[config.mk]
export PLATFORM = sky130hd
export DESIGN_NAME = operand_bank_writer
export DESIGN_NICKNAME = d
export VERILOG_FILES = /design/src/rtl/operand_bank_writer.sv
export SDC_FILE = /design/constraint.sdc
export NUM_CORES = 1
export LEC_CHECK = 0
export BUFFER_PORTS_ARGS = -buffer_cell sky130_fd_sc_hd__buf_2
export CAP_MARGIN = 20
export CORE_MARGIN = 1
export CORE_UTILIZATION = 28
export CTS_CLUSTER_DIAMETER = 120
export DETAILED_ROUTE_END_ITERATION = 8
export PLACE_DENSITY_LB_ADDON = 0.05
export SYNTH_ARGS = -nofsm -noshare
export SYNTH_HDL_FRONTEND = slang
export SYNTH_SLANG_ARGS = --single-unit
[constraint.sdc]
create_clock -name clk -period 2.65 [get_ports clk]
set_clock_uncertainty 0.05 [all_clocks]
set_input_delay 0.265 -clock clk [delete_from_list [all_inputs] [get_ports clk]]
set_output_delay 0.265 -clock clk [all_outputs]
set_load 0.02 [all_outputs]
[src/rtl/operand_bank_writer.sv]
// operand_bank_writer
//   Writer side of the A/B operand banks. Decodes framed write packets from a
//   byte stream (valid/ready) and issues single-cycle word writes.
//   Packet: header H {bank, burst, rsvd, addr[4:0]}, [count if burst],
//   then N words, each sent low byte then high byte. Count 0 means 32 words.
//   Optional feature (macro OPERAND_WRITER_CHECKSUM_EN): a trailing checksum
//   byte equal to the XOR of all preceding packet bytes; a mismatch pulses err.
// Ports:
//   clk, rst            clock, synchronous active-high reset
//   in_valid/in_data    byte source
//   in_ready            byte accepted this cycle when in_valid is also high
//   wr_en/bank/addr/data  one-cycle write strobe and its payload (held between strobes)
//   busy                packet in progress
//   err                 one-cycle pulse on timeout or checksum failure
//   words_written       saturating count of write strobes since reset
module operand_bank_writer #(
   parameter int TIMEOUT_CYCLES = 1000000,
   parameter int ADDR_W         = 5
) (
   input  logic              clk,
   input  logic              rst,
   input  logic              in_valid,
   input  logic [7:0]        in_data,
   output logic              in_ready,
   output logic              wr_en,
   output logic              wr_bank,
   output logic [ADDR_W-1:0] wr_addr,
   output logic [15:0]       wr_data,
   output logic              busy,
   output logic              err,
   output logic [15:0]       words_written
);

   localparam int TW = $clog2(TIMEOUT_CYCLES + 1);

`ifdef OPERAND_WRITER_CHECKSUM_EN
   typedef enum logic [2:0] {S_HDR, S_CNT, S_LO, S_HI, S_WR, S_CHK} state_t;
   localparam state_t S_END = S_CHK;
`else
   typedef enum logic [2:0] {S_HDR, S_CNT, S_LO, S_HI, S_WR} state_t;
   localparam state_t S_END = S_HDR;
`endif

   state_t            state, nxt;
   logic              bank;
   logic [ADDR_W-1:0] addr;
   logic [7:0]        remaining;   // up to 255 words, or 32 when count is 0
   logic [7:0]        lo;
   logic [TW-1:0]     tcnt;
   logic              xfer;
   logic              timeout;
`ifdef OPERAND_WRITER_CHECKSUM_EN
   logic [7:0]        chk;
`endif

   assign in_ready = (state != S_WR);
   assign busy     = (state != S_HDR);
   assign xfer     = in_valid & in_ready;
   // Fires on the idle cycle that would take the counter to TIMEOUT_CYCLES.
   assign timeout  = busy & ~xfer & (tcnt == TW'(TIMEOUT_CYCLES - 1));

   always_ff @(posedge clk) begin
      if (rst) state <= S_HDR;
      else     state <= nxt;
   end

   always_comb begin
      nxt = state;
      if (timeout) begin
         nxt = S_HDR;
      end else begin
         case (state)
            S_HDR: if (xfer) nxt = in_data[6] ? S_CNT : S_LO;
            S_CNT: if (xfer) nxt = S_LO;
            S_LO:  if (xfer) nxt = S_HI;
            S_HI:  if (xfer) nxt = S_WR;
            S_WR:  nxt = (remaining > 8'd1) ? S_LO : S_END;
`ifdef OPERAND_WRITER_CHECKSUM_EN
            S_CHK: if (xfer) nxt = S_HDR;
`endif
            default: nxt = S_HDR;
         endcase
      end
   end

   always_ff @(posedge clk) begin
      if (rst) begin
         bank          <= 1'b0;
         addr          <= '0;
         remaining     <= '0;
         lo            <= '0;
         tcnt          <= '0;
         wr_en         <= 1'b0;
         wr_bank       <= 1'b0;
         wr_addr       <= '0;
         wr_data       <= '0;
         err           <= 1'b0;
         words_written <= '0;
`ifdef OPERAND_WRITER_CHECKSUM_EN
         chk           <= '0;
`endif
      end else begin
         wr_en <= 1'b0;
         err   <= timeout;

         if (state == S_HDR || xfer || timeout) tcnt <= '0;
         else                                   tcnt <= tcnt + TW'(1);

         if (wr_en && words_written != 16'hFFFF)
            words_written <= words_written + 16'd1;

`ifdef OPERAND_WRITER_CHECKSUM_EN
         if (xfer) chk <= (state == S_HDR) ? in_data : (chk ^ in_data);
`endif

         case (state)
            S_HDR: if (xfer) begin
               bank      <= in_data[7];
               addr      <= ADDR_W'(in_data[4:0]);
               remaining <= 8'd1;
            end
            S_CNT: if (xfer) remaining <= (in_data == 8'd0) ? 8'd32 : in_data;
            S_LO:  if (xfer) lo <= in_data;
            // Payload is registered here so the strobe appears the cycle after
            // the high byte and the wr_* values stay put until the next strobe.
            S_HI:  if (xfer) begin
               wr_en   <= 1'b1;
               wr_bank <= bank;
               wr_addr <= addr;
               wr_data <= {in_data, lo};
            end
            S_WR: begin
               addr      <= addr + ADDR_W'(1);
               remaining <= remaining - 8'd1;
            end
`ifdef OPERAND_WRITER_CHECKSUM_EN
            S_CHK: if (xfer && in_data != chk) err <= 1'b1;
`endif
            default: ;
         endcase
      end
   end

endmodule

==> impl_metrics.ini <==
[critical_path]
endpoint_kind = register
r2r_start = words_written[0]
startpoint = words_written[0]
critical_path_class = register to register
start_kind = register
crit_fanout = 5
crit_required_ps = 2830
arrival_ps = 2200

[synth]
synth_top_cell_by_area = dfxtp_1
syn_nets = 474
synth_top_area_frac = 0.443
synth_area_leaders = dfxtp_1 44%, nand2_1 6.3%, a21oi_1 6.0%
synth_cell_types = 58
yosysSeqAreaShare = 0.443
syn_area_per_cell_sq_um = 8.39
synth_ff_type = dfxtp_1
synth_compound_area_frac = 0.166
yosys.area_share.adder = 0.0163
synthesis.area_sq_um = 3840
yosys_warnings = 0
synth_xor_area_frac = 0.0342
synth_top_family_by_area = simple AND/OR/NAND/NOR gates
synthMuxAreaShare = 0.0462
syn_inst = 458
async_reset_ff_frac = 0
synth-seq-cells = 85
synth_simple_gate_area_frac = 0.252
synth-edff-count = 0

[drt]
dr.pass1.iters = 4
drc = 0
vias = 3371
ant_nets = 0
via_per_inst = 4.90
drt-total-wl_um = 9680
drt-initial-drc-count = 234
post_drt_wl_per_cell_um = 14.1

[layout]
n_antenna_cell = 0
fill_cells = 1442
layout_commonest_cell = dfxtp_1
layout_common_cells = 85 x dfxtp_1, 64 x nand2_1, 52 x buf_2, 48 x nor2_1, 46 x a21oi_1
layout.nets = 523
final_layout_size_suffix_gt1_frac = 0.178
areaGrowthSynthToFinish_pct = 19.0

[sta]
finalHoldViolations = 0
finalSetupViolCount = 0
tns_ps = 0
rsz0062_at_grt = false
worst_slew_pin_slew_ps = 950
max_clock_freq_ghz = 0.496
finalMaxSlewViolations = 0
fin_crit_sh = 0.762
slew_headroom = 0.367
period_needed_ps = 2020

[global_route]
track_usage = 0.146
grt_max_degree = 32
antenna_found_initial = 0
grt_pass1_vias = 3187
grt_pass1_wl_um = 16300
overflow = 0

[floorplanning]
num_rows = 42
core_sq_um = 13300
die_area_sq_um = 14200
boundaryPins = 53
fp.dieH_um = 119
die_w_um = 119
start_util = 0.289

[clock_network]
tritoncts = yes
clk_pin_slew_ps = 60
h-tree-depth = 3
postCtsHoldBufs = 0
post-cts-setup-buffers = 0
insertion_delay_ps = 340
cts_resized = 0
root_buffer = clkbuf_16
numCtsBuffers = 9
clock_path_buffers = 2
numClockSinks = 85

[run_status]
run_status = finished, final reports clean

[flow_run]
maxCapViolations = 0

[placement]
gp_congestion = 0.754
hpwl_um = 6680
io_buffer_count = 52

[min_path]
min_from = in_data[7]
hold_class = input pin to register

[pwr]
total_power_uw = 2770
ir_worst_vdd_v = 0.000234
cellPowerDensity_nw_per_um2 = 606
power.leakage_uw = 0.00164
## through the flow
step           std cells  setup slack [ps]  hold WS (ps)   util  instance area [sq um]
2_1_floorplan        458               738           351      -                   3840
3_3_place_gp         672               667           389  0.322                   4280
3_5_place_dp         672               639           395  0.322                   4280
4_1_cts              688               619           150  0.344                   4570
5_1_grt              688               424           163  0.344                   4570
6_report             688               632           163  0.344                   4570
## flip-flops by register name, summed over array words and instances (netlist names), 3 cells and up
signal and flops:
words_written 16, tcnt 20, remaining 8, addr 5, wr_data 16, state 3
lo 8, wr_addr 5
## cells in the mapped netlist, drive strengths merged, types with 3 or more instances
cell type / number
a211oi: 6
a21oi: 46
a31oi: 3
and2: 4
and3: 3
and4: 3
buf: 5
clkbuf: 17
dfxtp: 85
ha: 5
inv: 13
mux2: 6
mux2i: 11
nand2: 64
nand3: 18
nand4: 6
nor2: 48
nor2b: 6
nor3: 10
nor4: 8
o21ai: 18
o31ai: 6
or3: 8
or4: 8
xnor2: 13
## critical path: stages, from the launching register on
cell	delay, ps
dfxtp_1	380
ha_1	250
nand3_1	110
o311ai_0	690
nor4_1	140
mux2_2	300
## layout make-up
cell class | count | area [sq um] | share of cell area
inverter | 14 | 52.6 | 0.0115
timing repair buffer | 60 | 320 | 0.0700
multi-input combinational | 337 | 1990 | 0.434
tap | 176 | 220 | 0.0482
clock inverter | 5 | 50.0 | 0.0109
clock buffer | 11 | 243 | 0.0531
sequential | 85 | 1700 | 0.372
## kinds of logic (layout without fill, tap and decap cells)
family                     after synthesis  count (layout)
adders and majority gates                5               5
AOI/OAI and AO/OA                      103             103
DFF                                     85              85
buffers and inverters                   36              90
and+or+nand+nor                        197             197
muxes                                   17              17
xor gates and xnor gates                15              15
## final timing paths
path / endpoint / slack (ps) / cells past startpoint
setup reg to reg: words_written[15] / 630 / 5
setup / recovery: words_written[15] / 630 / 5
hold / removal: wr_data[15] / 160 / 3
hold reg to reg: wr_data[5] / 400 / 2
## routing by layer
metal  share of wire  GRT usage
met2            0.44      0.219
met4           0.019     0.0665
met3           0.029     0.0292
met1            0.52      0.200
met5               0          0
## power by group
part           switching, uW  internal [uW]
Clock                    510            750
Combinational            118           66.2
Sequential              24.2           1300
No activity file was read; power rests on OpenSTA's default activity.
